**src/rtl/hsv_core_pkg.sv**
```systemverilog
// Shared types and helpers for the hsv_core flush path.
package hsv_core_pkg;

  typedef enum logic [1:0] {
    IDLE  = 2'd0,
    ENTER = 2'd1,
    HOLD  = 2'd2,
    EXIT  = 2'd3
  } flush_state_t;

  // Width of a counter that must be able to hold max_val itself.
  function automatic int cnt_width(input int max_val);
    return (max_val < 1) ? 1 : $clog2(max_val + 1);
  endfunction

endpackage

```
**src/rtl/hsv_core_flush_ctrl.sv**
```systemverilog
// Flush sequencer: broadcasts flush_req, waits for every unit to enter and leave flush, then pulses a
// one-cycle fetch redirect. Triggers are refused (ready low) for the whole sequence.
module hsv_core_flush_ctrl
  import hsv_core_pkg::*;
#(
  parameter int          NUM_UNITS      = 5,
  parameter int          HOLD_CYCLES    = 2,
  parameter int          TIMEOUT_CYCLES = 64,
  parameter logic [31:0] RESET_PC       = 32'h0000_0000
) (
  input  logic                 clk_core,
  input  logic                 rst_core,
  input  logic                 trigger_valid_i,
  output logic                 trigger_ready_o,
  input  logic [31:0]          trigger_pc,
  output logic                 flush_req,
  input  logic [NUM_UNITS-1:0] flush_ack,
  output logic                 redirect_valid_o,
  output logic [31:0]          redirect_pc,
  output logic                 flushing_o,
  output logic                 timeout_o
);

  localparam int HW = cnt_width(HOLD_CYCLES);
  localparam int WW = cnt_width(TIMEOUT_CYCLES);

  flush_state_t  state_q, state_d;
  logic [HW-1:0] hold_cnt_q, hold_cnt_d;
  logic [WW-1:0] wait_cnt_q, wait_cnt_d;
  logic [31:0]   pc_q, pc_d;
  logic          redir_q, redir_d;
  logic          timeout_q, timeout_d;

  // Reset lands in ENTER so the post-reset flush runs without a trigger.
  always_ff @(posedge clk_core) begin
    if (rst_core) begin
      state_q    <= ENTER;
      hold_cnt_q <= '0;
      wait_cnt_q <= '0;
      pc_q       <= RESET_PC;
      redir_q    <= 1'b0;
      timeout_q  <= 1'b0;
    end else begin
      state_q    <= state_d;
      hold_cnt_q <= hold_cnt_d;
      wait_cnt_q <= wait_cnt_d;
      pc_q       <= pc_d;
      redir_q    <= redir_d;
      timeout_q  <= timeout_d;
    end
  end

  always_comb begin
    state_d    = state_q;
    hold_cnt_d = hold_cnt_q;
    pc_d       = pc_q;
    redir_d    = 1'b0;
    case (state_q)
      IDLE: begin
        if (trigger_valid_i) begin
          pc_d    = trigger_pc;
          state_d = ENTER;
        end
      end
      ENTER: begin
        if (&flush_ack) begin
          hold_cnt_d = HW'(HOLD_CYCLES - 1);
          state_d    = HOLD;
        end
      end
      HOLD: begin
        if (hold_cnt_q == '0) state_d = EXIT;
        else hold_cnt_d = hold_cnt_q - HW'(1);
      end
      EXIT: begin
        if (~|flush_ack) begin
          state_d = IDLE;
          redir_d = 1'b1;
        end
      end
      default: state_d = ENTER;
    endcase

    // Wait counter only measures the handshake phases; it never forces an exit.
    if (state_d != state_q) begin
      wait_cnt_d = '0;
    end else if ((state_q == ENTER || state_q == EXIT) && wait_cnt_q != WW'(TIMEOUT_CYCLES)) begin
      wait_cnt_d = wait_cnt_q + WW'(1);
    end else begin
      wait_cnt_d = wait_cnt_q;
    end
    timeout_d = timeout_q | (wait_cnt_d == WW'(TIMEOUT_CYCLES));
  end

  always_comb begin
    flush_req        = (state_q == ENTER) || (state_q == HOLD);
    trigger_ready_o  = (state_q == IDLE);
    flushing_o       = (state_q != IDLE);
    redirect_valid_o = redir_q;
    redirect_pc      = pc_q;
    timeout_o        = timeout_q;
  end

endmodule

```
**config.mk**
```make
export PLATFORM = sky130hd
export DESIGN_NAME = hsv_core_flush_ctrl
export DESIGN_NICKNAME = d
export VERILOG_FILES = /design/src/rtl/hsv_core_pkg.sv /design/src/rtl/hsv_core_flush_ctrl.sv
export SDC_FILE = /design/constraint.sdc
export NUM_CORES = 1
export LEC_CHECK = 0
export ABC_AREA = 1
export CORE_MARGIN = 4
export CORE_UTILIZATION = 44
export CTS_BUF_LIST = sky130_fd_sc_hd__clkbuf_4 sky130_fd_sc_hd__clkbuf_8
export DETAILED_ROUTE_END_ITERATION = 10
export PLACE_DENSITY = 0.93
export SYNTH_ARGS = -nofsm -noshare
export SYNTH_HDL_FRONTEND = slang
export SYNTH_SLANG_ARGS = --single-unit
```
**constraint.sdc**
```tcl
create_clock -name clk_core -period 1.95 [get_ports clk_core]
set_input_delay 0.2925 -clock clk_core [delete_from_list [all_inputs] [get_ports clk_core]]
set_output_delay 0.2925 -clock clk_core [all_outputs]
set_load 0.05 [all_outputs]
```
Word-level counts from Yosys, hierarchy flattened:

Index checks and enable logic that the tools add are counted.

* bits in writable memories: 0
* output and inout bits: 37
* word-level logic and storage cells: 41
* bits in latches: 0
* input port bits: 40
* bits in registers: 45
* ROM bits: 0
* memories kept: 0

* div/mod/pow operators: 0
* multiply operators: 0
* $add $sub $neg: 2
* mux-type cells: 11
* bitwise gates (word level): 2
* shift-type cells: 0
* reduce and logical (&&, ||, !) cells: 12
* $lt $le $gt $ge: 0
* equality and inequality tests: 8

Operators by type and width (count)
* $mux W7: 2
* $mux W2: 6
* $pmux W2 S4: 1
* $add A7 B1 Y7 const B: 1
* $eq A7 B7 Y1 const B: 1
* $ne A7 B7 Y1 const B: 1
* $reduce_and A5 Y1: 1
* $reduce_or A5 Y1: 1
* $eq A2 B2 Y1 const B: 2
* $logic_not A2 Y1: 2
* $ne A2 B2 Y1 const B: 2
* $pmux W2 S2: 1
* $reduce_bool A2 Y1: 2
* $reduce_and A3 Y1: 1
* $eq A2 B1 Y1 const B: 1
* $logic_or A1 B1 Y1: 2
* $ne A2 B2 Y1: 1
* $reduce_and A2 Y1: 1
* $reduce_or A2 Y1: 1
* $sub A2 B1 Y2 const B: 1
* $logic_and A1 B1 Y1: 1
* $mux W1: 1
* $not A1 Y1: 1
* $or A1 B1 Y1: 1

Longest topological paths before layout:

Gate-level depths: netlist of run 1.

* word-level depth: 7
* depth in mapped cells: 14
* mapped depth without buffers: 14

Worst setup path after synthesis of run 1:

OpenSTA, ideal clock, no wires.

* kind: register to register
* from: register state_q[1]
* to: register pc_q[22], in the netlist redirect_pc[22]
* data arrival time: 1797 ps
* library setup time: 65 ps
* path slack: 88 ps
* clock period less this slack: 1862 ps
* stages on the path, launching flop included: 8
* data required time: 1885 ps
* path buffers: 1
* cells stage by stage: dfxtp_1 -> inv_1 -> ha_1 -> nand2_1 -> inv_1 -> clkbuf_1 -> nor2_1 -> nor2_1

* word-level cells in the longest chain between the ends: 2

Ends and longest elaborated chain
* start: declaration: RTL line hsv_core_flush_ctrl.sv:27 `flush_state_t state_q, state_d;`
* start signal: assignment: RTL line hsv_core_flush_ctrl.sv:44 `state_q <= state_d;`
* $logic_not A2 Y1
* net trigger_ready_o: RTL line hsv_core_flush_ctrl.sv:14 `output logic trigger_ready_o,`
* $reduce_and A2 Y1 (no source line)
* end signal: assignment: RTL line hsv_core_flush_ctrl.sv:47 `pc_q <= pc_d;`
* end: declaration: RTL line hsv_core_flush_ctrl.sv:30 `logic [31:0] pc_q, pc_d;`

The timed path passes the listed nets, and every way through them passes these cells.
A chain may end at the register's enable or synchronous reset.

Worst setup path in the final report of run 1:

* from: register state_q[1]
* to: register timeout_q, in the netlist timeout_o

* word-level cells in the longest chain between the ends: 7
* elaborated cells between the ends (all ways): 16
* classes of those cells: eq/ne (5); mux (7); bitwise (1); reduce/logical (3)

Ends and longest elaborated chain
* parallel branches: the longest is 4 deep, another holds $pmux W2 S4
* $mux W7 (*): RTL line hsv_core_flush_ctrl.sv:85 `if (state_d != state_q) begin`
* $eq A7 B7 Y1 (*): RTL line hsv_core_flush_ctrl.sv:92 `timeout_d = timeout_q | (wait_cnt_d == WW'(TIMEOUT_CYCLES));`
* $or A1 B1 Y1 (*): RTL line hsv_core_flush_ctrl.sv:92
* end signal: assignment: RTL line hsv_core_flush_ctrl.sv:49 `timeout_q <= timeout_d;`
* end: declaration: RTL line hsv_core_flush_ctrl.sv:32 `logic timeout_q, timeout_d;`

Every way passes the cells marked *.

==> results of run 1 <==
flip-flops by register name, summed over array words and instances (netlist names):
signal and flops:
state_q 2, redirect_pc 32, wait_cnt_q 7, redirect_valid_o 1
hold_cnt_q 2, timeout_o 1
cells in the final DEF, fill, tap and decap left out, drive strengths merged, types with 5 or more instances in the layout:
master and n:
nor2 80, clkdlybuf4s50 73, dfxtp 45, o21ai 36, nand2 31, inv 21, nand3 13, buf 9
ha 7, nand4 5, clkbuf 5
synthesized netlist by cell type:
library cell / n
ha_1: 7
nand2_1: 29
xnor2_1: 1
inv_1: 21
nand4_1: 5
buf_1: 1
clkbuf_1: 9
a21oi_1: 3
o21bai_1: 1
nand2_2: 1
dfxtp_1: 45
nor2_1: 77
nand3_1: 12
nand2_4: 1
nor3_1: 2
o211ai_1: 2
o21ai_0: 36
nor2_2: 3
nand3_4: 1
a211oi_1: 2
xor2_1: 2
a21oi_2: 1
timing repair:
item,in CTS,in global routing
setup endpoints to repair,0,1
resized for setup,0,1
hold endpoints to repair,0,0
worst paths after layout:
check	start	to
max	state_q[1]	timeout_o
min	timeout_o	timeout_o
max reg2reg	state_q[1]	timeout_o
min reg2reg	timeout_o	timeout_o
power by group:
group / internal, mW / total [mW] / leakage (nW) / switching [mW]
Sequential: 1.13 / 1.25 / 0.367 / 0.123
Combinational: 0.720 / 2.04 / 0.707 / 1.32
Clock: 0.373 / 0.671 / 0.0540 / 0.298
logic make-up after synthesis:
| kind of cell | synth area share, % |
|---|---|
| and+or+nand+nor | 28.7 |
| AOI/OAI and AO/OA | 12.5 |
| DFF | 46.8 |
| buffers and inverters | 6.04 |
| adders and majority gates | 4.55 |
| xor gates and xnor gates | 1.36 |
worst reg2reg max path, delay by kind of cell, from the launching register on:
family	cells	cell delay (ns)
flops	1	0.36
compound gates	1	0.12
xor+xnor	1	0.22
buf+inv	2	0.17
simple gates	5	0.64
fa+ha+maj	1	0.24
final cells by class:
cell class,count,area share (%)
inverter,21,2.74
timing repair buffer,82,28.6
multi-input combinational,186,31.6
clock inverter,2,1.22
clock buffer,5,2.39
sequential,45,31.3
tap,50,2.17
per-layer routing:
layer / part of all wire [%] / track usage, % / up-vias
met5: 0 / 0 / -
met2: 51 / 31.2 / 84
met4: 1.1 / 6.04 / 0
met1: 39 / 20.1 / 886
li1: - / - / 990
met3: 9.0 / 7.16 / 6
==> flow_summary.json, run 1 <==
{
  "cap_violations": 0,
  "seqCellArea_um2": 902,
  "core_mm2": 0.00412,
  "multiInputGateArea_um2": 908,
  "drt-pass1-iter-count": 4,
  "syn_area_mm2": 0.00193,
  "rr_worst_depth": 10,
  "nets": 388,
  "powerDensity_mw_per_mm2": 1380,
  "ys_seq_elements": 45,
  "timing.fmax_mhz": 552,
  "portBuffers": 76,
  "post-route-cell-area_mm2": 0.00288,
  "critPathKind": "flop to flop",
  "ios": 77,
  "yosysWarnings": 0,
  "placed_cells": 384,
  "fin_skew_ns": 0.00254,
  "min_period_ns": 1.81,
  "critPathTopFamily": "simple AND/OR/NAND/NOR gates",
  "rrSetupSlack_ns": 0.14,
  "cp.arrival_ns": 2.04,
  "p_total_mw": 3.96,
  "cp_max_fo": 6,
  "postPlaceCellArea_mm2": 0.00277,
  "yosysSeqAreaShare_pct": 46.8,
  "final_util_pct": 70.0,
  "layout.cells.non_filler": 391,
  "drc": 0,
  "ctsHoldBuffers": 0,
  "holdWs_ns": 0.475,
  "worstPathCellList": "inv_1 -> ha_1 -> inv_1 -> nand2_1 -> nand4_1 -> xor2_1 -> nand4_1 -> nor2_1 -> nand3_1 -> a21oi_2",
  "status": "finished clean",
  "grt_util_all_layers_pct": 18.0,
  "drive_above_1_share_pct": 7.04,
  "syn-instance-count": 262,
  "die-height_um": 74.2,
  "place_hpwl_mm": 3.67,
  "required_ns": 2.18,
  "fillers": 331,
  "relSlewSlack_pct": 64.5,
  "path_buf_inv": 2,
  "tightest_slew_ns": 0.531,
  "antenna_found_initial": 0,
  "grt_overflow": 0,
  "antenna_cells": 0,
  "yosysUniqueCellTypes": 22,
  "avgViaCountPerCell": 5.03,
  "finalSetupViolations": 0,
  "synth_top_area_share_pct": 46.8,
  "postSynthAreaPerCell_um2": 7.35,
  "fin_ws_ns": 0.140,
  "cts_setup_buffers": 0,
  "post-route-period-util_pct": 92.8,
  "slowest_stage": "dfxtp_2",
  "rows": 23,
  "htreeDepth": 2,
  "hold_class": "flop to flop",
  "routedWlPerCell_um": 12.3,
  "syn2layout_area_growth_pct": 49.5,
  "dieArea_mm2": 0.00550,
  "ir_drop_mv": 0.848,
  "grt_max_degree": 27,
  "cp-end-kind": "flop",
  "grt_pass1_vias": 1847,
  "vias": 1966,
  "synth_top_cell_by_area": "dfxtp_1",
  "finalWirelength_mm": 4.79,
  "drv_slew": 0,
  "dp_worst_setup_slack_ns": 0.106,
  "root_buffer": "clkbuf_8",
  "power.leakage_nw": 1.13,
  "die_w_um": 74.2,
  "clkSlewWorstSetupHoldPaths_ns": 0.08,
  "ant_nets": 0,
  "hold_viol_final": 0,
  "startpoint_type": "flop",
  "clk_latency_ns": 0.29,
  "clkSinkCount": 45,
  "drt_iter0_drc": 176,
  "grt_pass1_wl_mm": 7.82,
  "synthTopCellsByArea": "dfxtp_1, nor2_1, o21ai_0, nand2_1, ha_1",
  "finalSetupTns_ns": 0,
  "cts_buffers": 5,
  "initial_core_util_pct": 46.8,
  "rsz0062_at_grt": "no",
  "place.gp.congestion": 0.884,
  "cts_tree": "built",
  "syn_nets": 309,
  "critPathMaxStageDelay_ns": 0.36,
  "path_depth": 10,
  "clk_path_buf_depth": 2,
  "min_path_cells": 2
}
(Power assumes the default switching activity.)
==> inputs of run 2 (changes only) <==
--- a/config.mk
+++ b/config.mk
@@ -7,10 +7,11 @@
 export LEC_CHECK = 0
 export ABC_AREA = 1
 export CORE_MARGIN = 4
-export CORE_UTILIZATION = 44
+export CORE_UTILIZATION = 55
 export CTS_BUF_LIST = sky130_fd_sc_hd__clkbuf_4 sky130_fd_sc_hd__clkbuf_8
 export DETAILED_ROUTE_END_ITERATION = 10
-export PLACE_DENSITY = 0.93
+export DONT_BUFFER_PORTS = 1
+export PLACE_DENSITY = 0.82
 export SYNTH_ARGS = -nofsm -noshare
 export SYNTH_HDL_FRONTEND = slang
 export SYNTH_SLANG_ARGS = --single-unit
==> flow_summary.json, run 2 (synthesis gave the netlist of run 1 again) <==
{
  "clkSlewWorstSetupHoldPaths_ns": 0.12,
  "nets": 312,
  "min_from": "trigger_pc[16]",
  "finalSetupViolations": 0,
  "finalSetupTns_ns": 0,
  "cts_buffers": 5,
  "rows": 21,
  "grt_pass1_wl_mm": 6.57,
  "antenna_cells": 0,
  "clk_latency_ns": 0.35,
  "grt_max_degree": 34,
  "worstHoldEndpoint": "redirect_pc[16]",
  "drc": 0,
  "rr_endpoint": "timeout_o",
  "timing.fmax_mhz": 548,
  "syn2layout_area_growth_pct": 9.16,
  "hold_viol_final": 0,
  "drv_slew": 0,
  "placed_cells": 303,
  "tightest_slew_ns": 0.530,
  "fin_skew_ns": 0.00396,
  "drt-pass1-iter-count": 4,
  "p_total_mw": 3.47,
  "dieArea_mm2": 0.00451,
  "clkSinkCount": 45,
  "layout.cells.non_filler": 312,
  "root_buffer": "clkbuf_4",
  "rr_worst_depth": 12,
  "relSlewSlack_pct": 64.6,
  "grt_pass1_vias": 1540,
  "cts_tree": "built",
  "layout_commonest_cell": "nor2_1",
  "startpoint_type": "flop",
  "finalWirelength_mm": 4.19,
  "cap_violations": 0,
  "cp-end-kind": "output pin",
  "postPlaceCellArea_mm2": 0.00200,
  "ios": 77,
  "drt_iter0_drc": 83,
  "cp_max_fo": 6,
  "min_path_cells": 2,
  "status": "finished clean",
  "power.leakage_nw": 0.832,
  "rsz0062_at_grt": "no",
  "htreeDepth": 2,
  "dp_worst_setup_slack_ns": 0.188,
  "post-route-cell-area_mm2": 0.00210,
  "rrSetupSlack_ns": 0.21,
  "routedWlPerCell_um": 13.4,
  "ant_nets": 0,
  "worstReg2RegStart": "state_q[1]",
  "ir_drop_mv": 1.04,
  "initial_core_util_pct": 57.3,
  "place_hpwl_mm": 3.10,
  "clk_path_buf_depth": 2,
  "fin_ws_ns": 0.125,
  "cp.arrival_ns": 1.53,
  "min_period_ns": 1.83,
  "powerDensity_mw_per_mm2": 1650,
  "grt_overflow": 0,
  "die_w_um": 67.2,
  "portBuffers": 0,
  "critPathKind": "flop to output pin",
  "core_mm2": 0.00336,
  "place.gp.congestion": 0.926,
  "holdWs_ns": 0.103,
  "required_ns": 1.66,
  "antenna_found_initial": 0,
  "avgViaCountPerCell": 5.31,
  "vias": 1656,
  "final_util_pct": 62.5,
  "drive_above_1_share_pct": 9.02,
  "grt_util_all_layers_pct": 19.4,
  "post-route-period-util_pct": 93.6,
  "die-height_um": 67.2,
  "hold_class": "primary input to flop",
  "largest_register_ffs": 32,
  "final_cell_mix": "nor2_1, dfxtp_1, o21ai_0"
}
-- run 2: layer usage --
metal  vias up  wire length (um)  track usage (%)
met4         0                41             8.10
met5         -                 0                0
met1       734              1750             22.4
met2        65              2020             30.7
met3         6               385             9.15
li1        851                 -                -
-- run 2: power breakdown --
group	internal (mW)	total (mW)	switching, mW
Clock	0.320	0.595	0.275
Sequential	1.12	1.82	0.692
Combinational	0.349	1.05	0.704
-- run 2: timing repair --
action,4_1_cts,5_1_grt
buffers inserted,0,0
resized for setup,0,4
endpoints found under the hold margin,7,0
hold buffers,1,0
setup endpoints to repair,0,2
-- run 2: final cells by class --
cell class	instances	area, um^2
clock buffers	7	58.8
clock inverters	1	30.0
fillers	297	1260
inverters	21	78.8
multi-input cells	186	913
flip-flops and latches	45	903
well taps	46	57.6
repair buffers	6	60.1
-- run 2: critical path, stage by stage (launching register included) --
cell and delay, ns:
dfxtp_2 0.37, inv_1 0.12, ha_2 0.24, buf_4 0.22, inv_1 0.06, buf_4 0.18
-- run 2: worst max path at each step --
stage,from,end,slack (ns),cells after the start
final,state_q[1],flushing_o,0.12,5
after global routing,state_q[1],timeout_o,0.01,12
after CTS,state_q[1],flushing_o,0.03,5
after detailed placement,state_q[1],timeout_o,0.19,13
after global placement,state_q[1],timeout_o,0.27,13
after floorplan,state_q[1],redirect_pc[22],0.09,7
==> inputs of run 3 (changes only) <==
==> constraint.sdc (replaced) <==
create_clock -name clk_core -period 1.95 [get_ports clk_core]
set_input_delay 0.585 -clock clk_core [delete_from_list [all_inputs] [get_ports clk_core]]
set_output_delay 0.585 -clock clk_core [all_outputs]
set_load 0.05 [all_outputs]
==> flow_summary.json, run 3 (synthesis gave the netlist of run 1 again) <==
{
  "status": "finished clean",
  "routedWlPerCell_um": 13.0,
  "place_hpwl_mm": 3.01,
  "drv_slew": 0,
  "worstPathCellList": "inv_1 -> ha_4 -> inv_1 -> buf_4",
  "slowest_stage": "dfxtp_4",
  "cts_buffers": 5,
  "relSlewSlack_pct": 64.7,
  "syn2layout_area_growth_pct": 7.86,
  "grt_pass1_vias": 1581,
  "root_buffer": "clkbuf_4",
  "final_cell_mix": "nor2_1, dfxtp_1, o21ai_0",
  "hold_viol_final": 0,
  "drt_iter0_drc": 87,
  "rows": 21,
  "required_ns": 1.36,
  "crit_top_cell": "inv_1",
  "post_cts_resized": 3,
  "cts_tree": "built",
  "grt_max_degree": 33,
  "ctsHoldBuffers": 0,
  "antenna_cells": 0,
  "ant_nets": 0,
  "hold_class": "primary input to flop",
  "die_w_um": 67.2,
  "min_period_ns": 1.85,
  "core_mm2": 0.00336,
  "clkSinkCount": 45,
  "grt_overflow": 0,
  "post-route-cell-area_mm2": 0.00208,
  "clkSlewWorstSetupHoldPaths_ns": 0.12,
  "power.share.clock_pct": 13.7,
  "postPlaceCellArea_mm2": 0.00200,
  "power.share.sequential_pct": 54.9,
  "cap_violations": 0,
  "die-height_um": 67.2,
  "swShare_pct": 49.7,
  "ios": 77,
  "critPathMaxStageDelay_ns": 0.38,
  "critPathKind": "flop to output pin",
  "powerDensity_mw_per_mm2": 1600,
  "holdWs_ns": 0.284,
  "place.gp.congestion": 0.854,
  "startpoint_type": "flop",
  "post-route-period-util_pct": 94.6,
  "combPwrFrac_pct": 31.4,
  "switchingPower_mw": 1.65,
  "largest_register_ffs": 32,
  "rsz0062_at_grt": "no",
  "ir_drop_mv": 0.959,
  "fin_skew_ns": 0.00468,
  "initial_core_util_pct": 57.3,
  "clk_latency_ns": 0.34,
  "layout_commonest_cell": "nor2_1",
  "finalSetupViolations": 0,
  "cp-end-kind": "output pin",
  "cp_max_fo": 6,
  "finalWirelength_mm": 4.05,
  "grt_util_all_layers_pct": 19.0,
  "power.leakage_nw": 0.814,
  "cts_setup_buffers": 0,
  "placed_cells": 305,
  "drt-pass1-iter-count": 4,
  "layout.cells.non_filler": 312,
  "tightest_slew_ns": 0.528,
  "htreeDepth": 2,
  "vias": 1649,
  "avgViaCountPerCell": 5.29,
  "portBuffers": 0,
  "grt_pass1_wl_mm": 6.61,
  "dieArea_mm2": 0.00451,
  "drc": 0,
  "drive_above_1_share_pct": 9.40,
  "finalSetupTns_ns": 0,
  "antenna_found_initial": 0,
  "internal_power_mw": 1.67,
  "nets": 313,
  "timing.fmax_mhz": 542,
  "clk_path_buf_depth": 2,
  "cp.arrival_ns": 1.26
}
run 3: worst max-delay path, delay by kind of cell, from the launching register on:
| kind | cells | cell delay (ns) |
|---|---|---|
| DFF | 1 | 0.38 |
| buffers and inverters | 3 | 0.36 |
| adders and majority gates | 1 | 0.18 |
run 3: cell type report:
type	instances	area, um^2
Clock inverter	1	7.51
Inverter	21	78.8
Fill cell	297	1290
Clock buffer	6	51.3
Tap cell	46	57.6
Timing Repair Buffer	7	52.6
Sequential cell	45	906
Multi-Input combinational cell	186	923
run 3: power by group through the flow:
stage | clock network, mW | logic, mW | registers [mW]
2_1_floorplan | 0 | 0.823 | 1.79
3_3_place_gp | 0 | 0.960 | 1.84
3_5_place_dp | 0 | 0.987 | 1.84
4_1_cts | 0.469 | 1.04 | 1.82
5_1_grt | 0.507 | 1.19 | 1.85
6_report | 0.454 | 1.04 | 1.82
run 3: final timing paths:
path	startpoint	end	depth (start not counted)	slack [ns]
worst max-delay path	state_q[1]	flushing_o	4	0.10
worst min-delay path	rst_core	timeout_o	1	0.28
worst max register to register	state_q[1]	timeout_o	10	0.22
worst min register to register	hold_cnt_q[1]	hold_cnt_q[1]	2	0.48
run 3: routing by layer:
layer / wire length, um / GRT usage (%) / vias up
li1: - / - / 848
met1: 1710 / 22.6 / 730
met2: 1920 / 31.0 / 67
met3: 385 / 7.65 / 4
met4: 34 / 6.58 / 0
met5: 0 / 0 / -
run 3: stage by stage:
| step | util (%) | total power [mW] | worst slack (ns) |
|---|---|---|---|
| 6_report | 61.8 | 3.32 | 0.105 |
| 5_1_grt | 61.8 | 3.55 | 0.00190 |
| 4_1_cts | 61.6 | 3.32 | 0.0521 |
| 3_5_place_dp | 59.4 | 2.83 | 0.180 |
| 3_3_place_gp | 59.4 | 2.80 | 0.269 |
| 2_1_floorplan | - | 2.62 | 0.0163 |
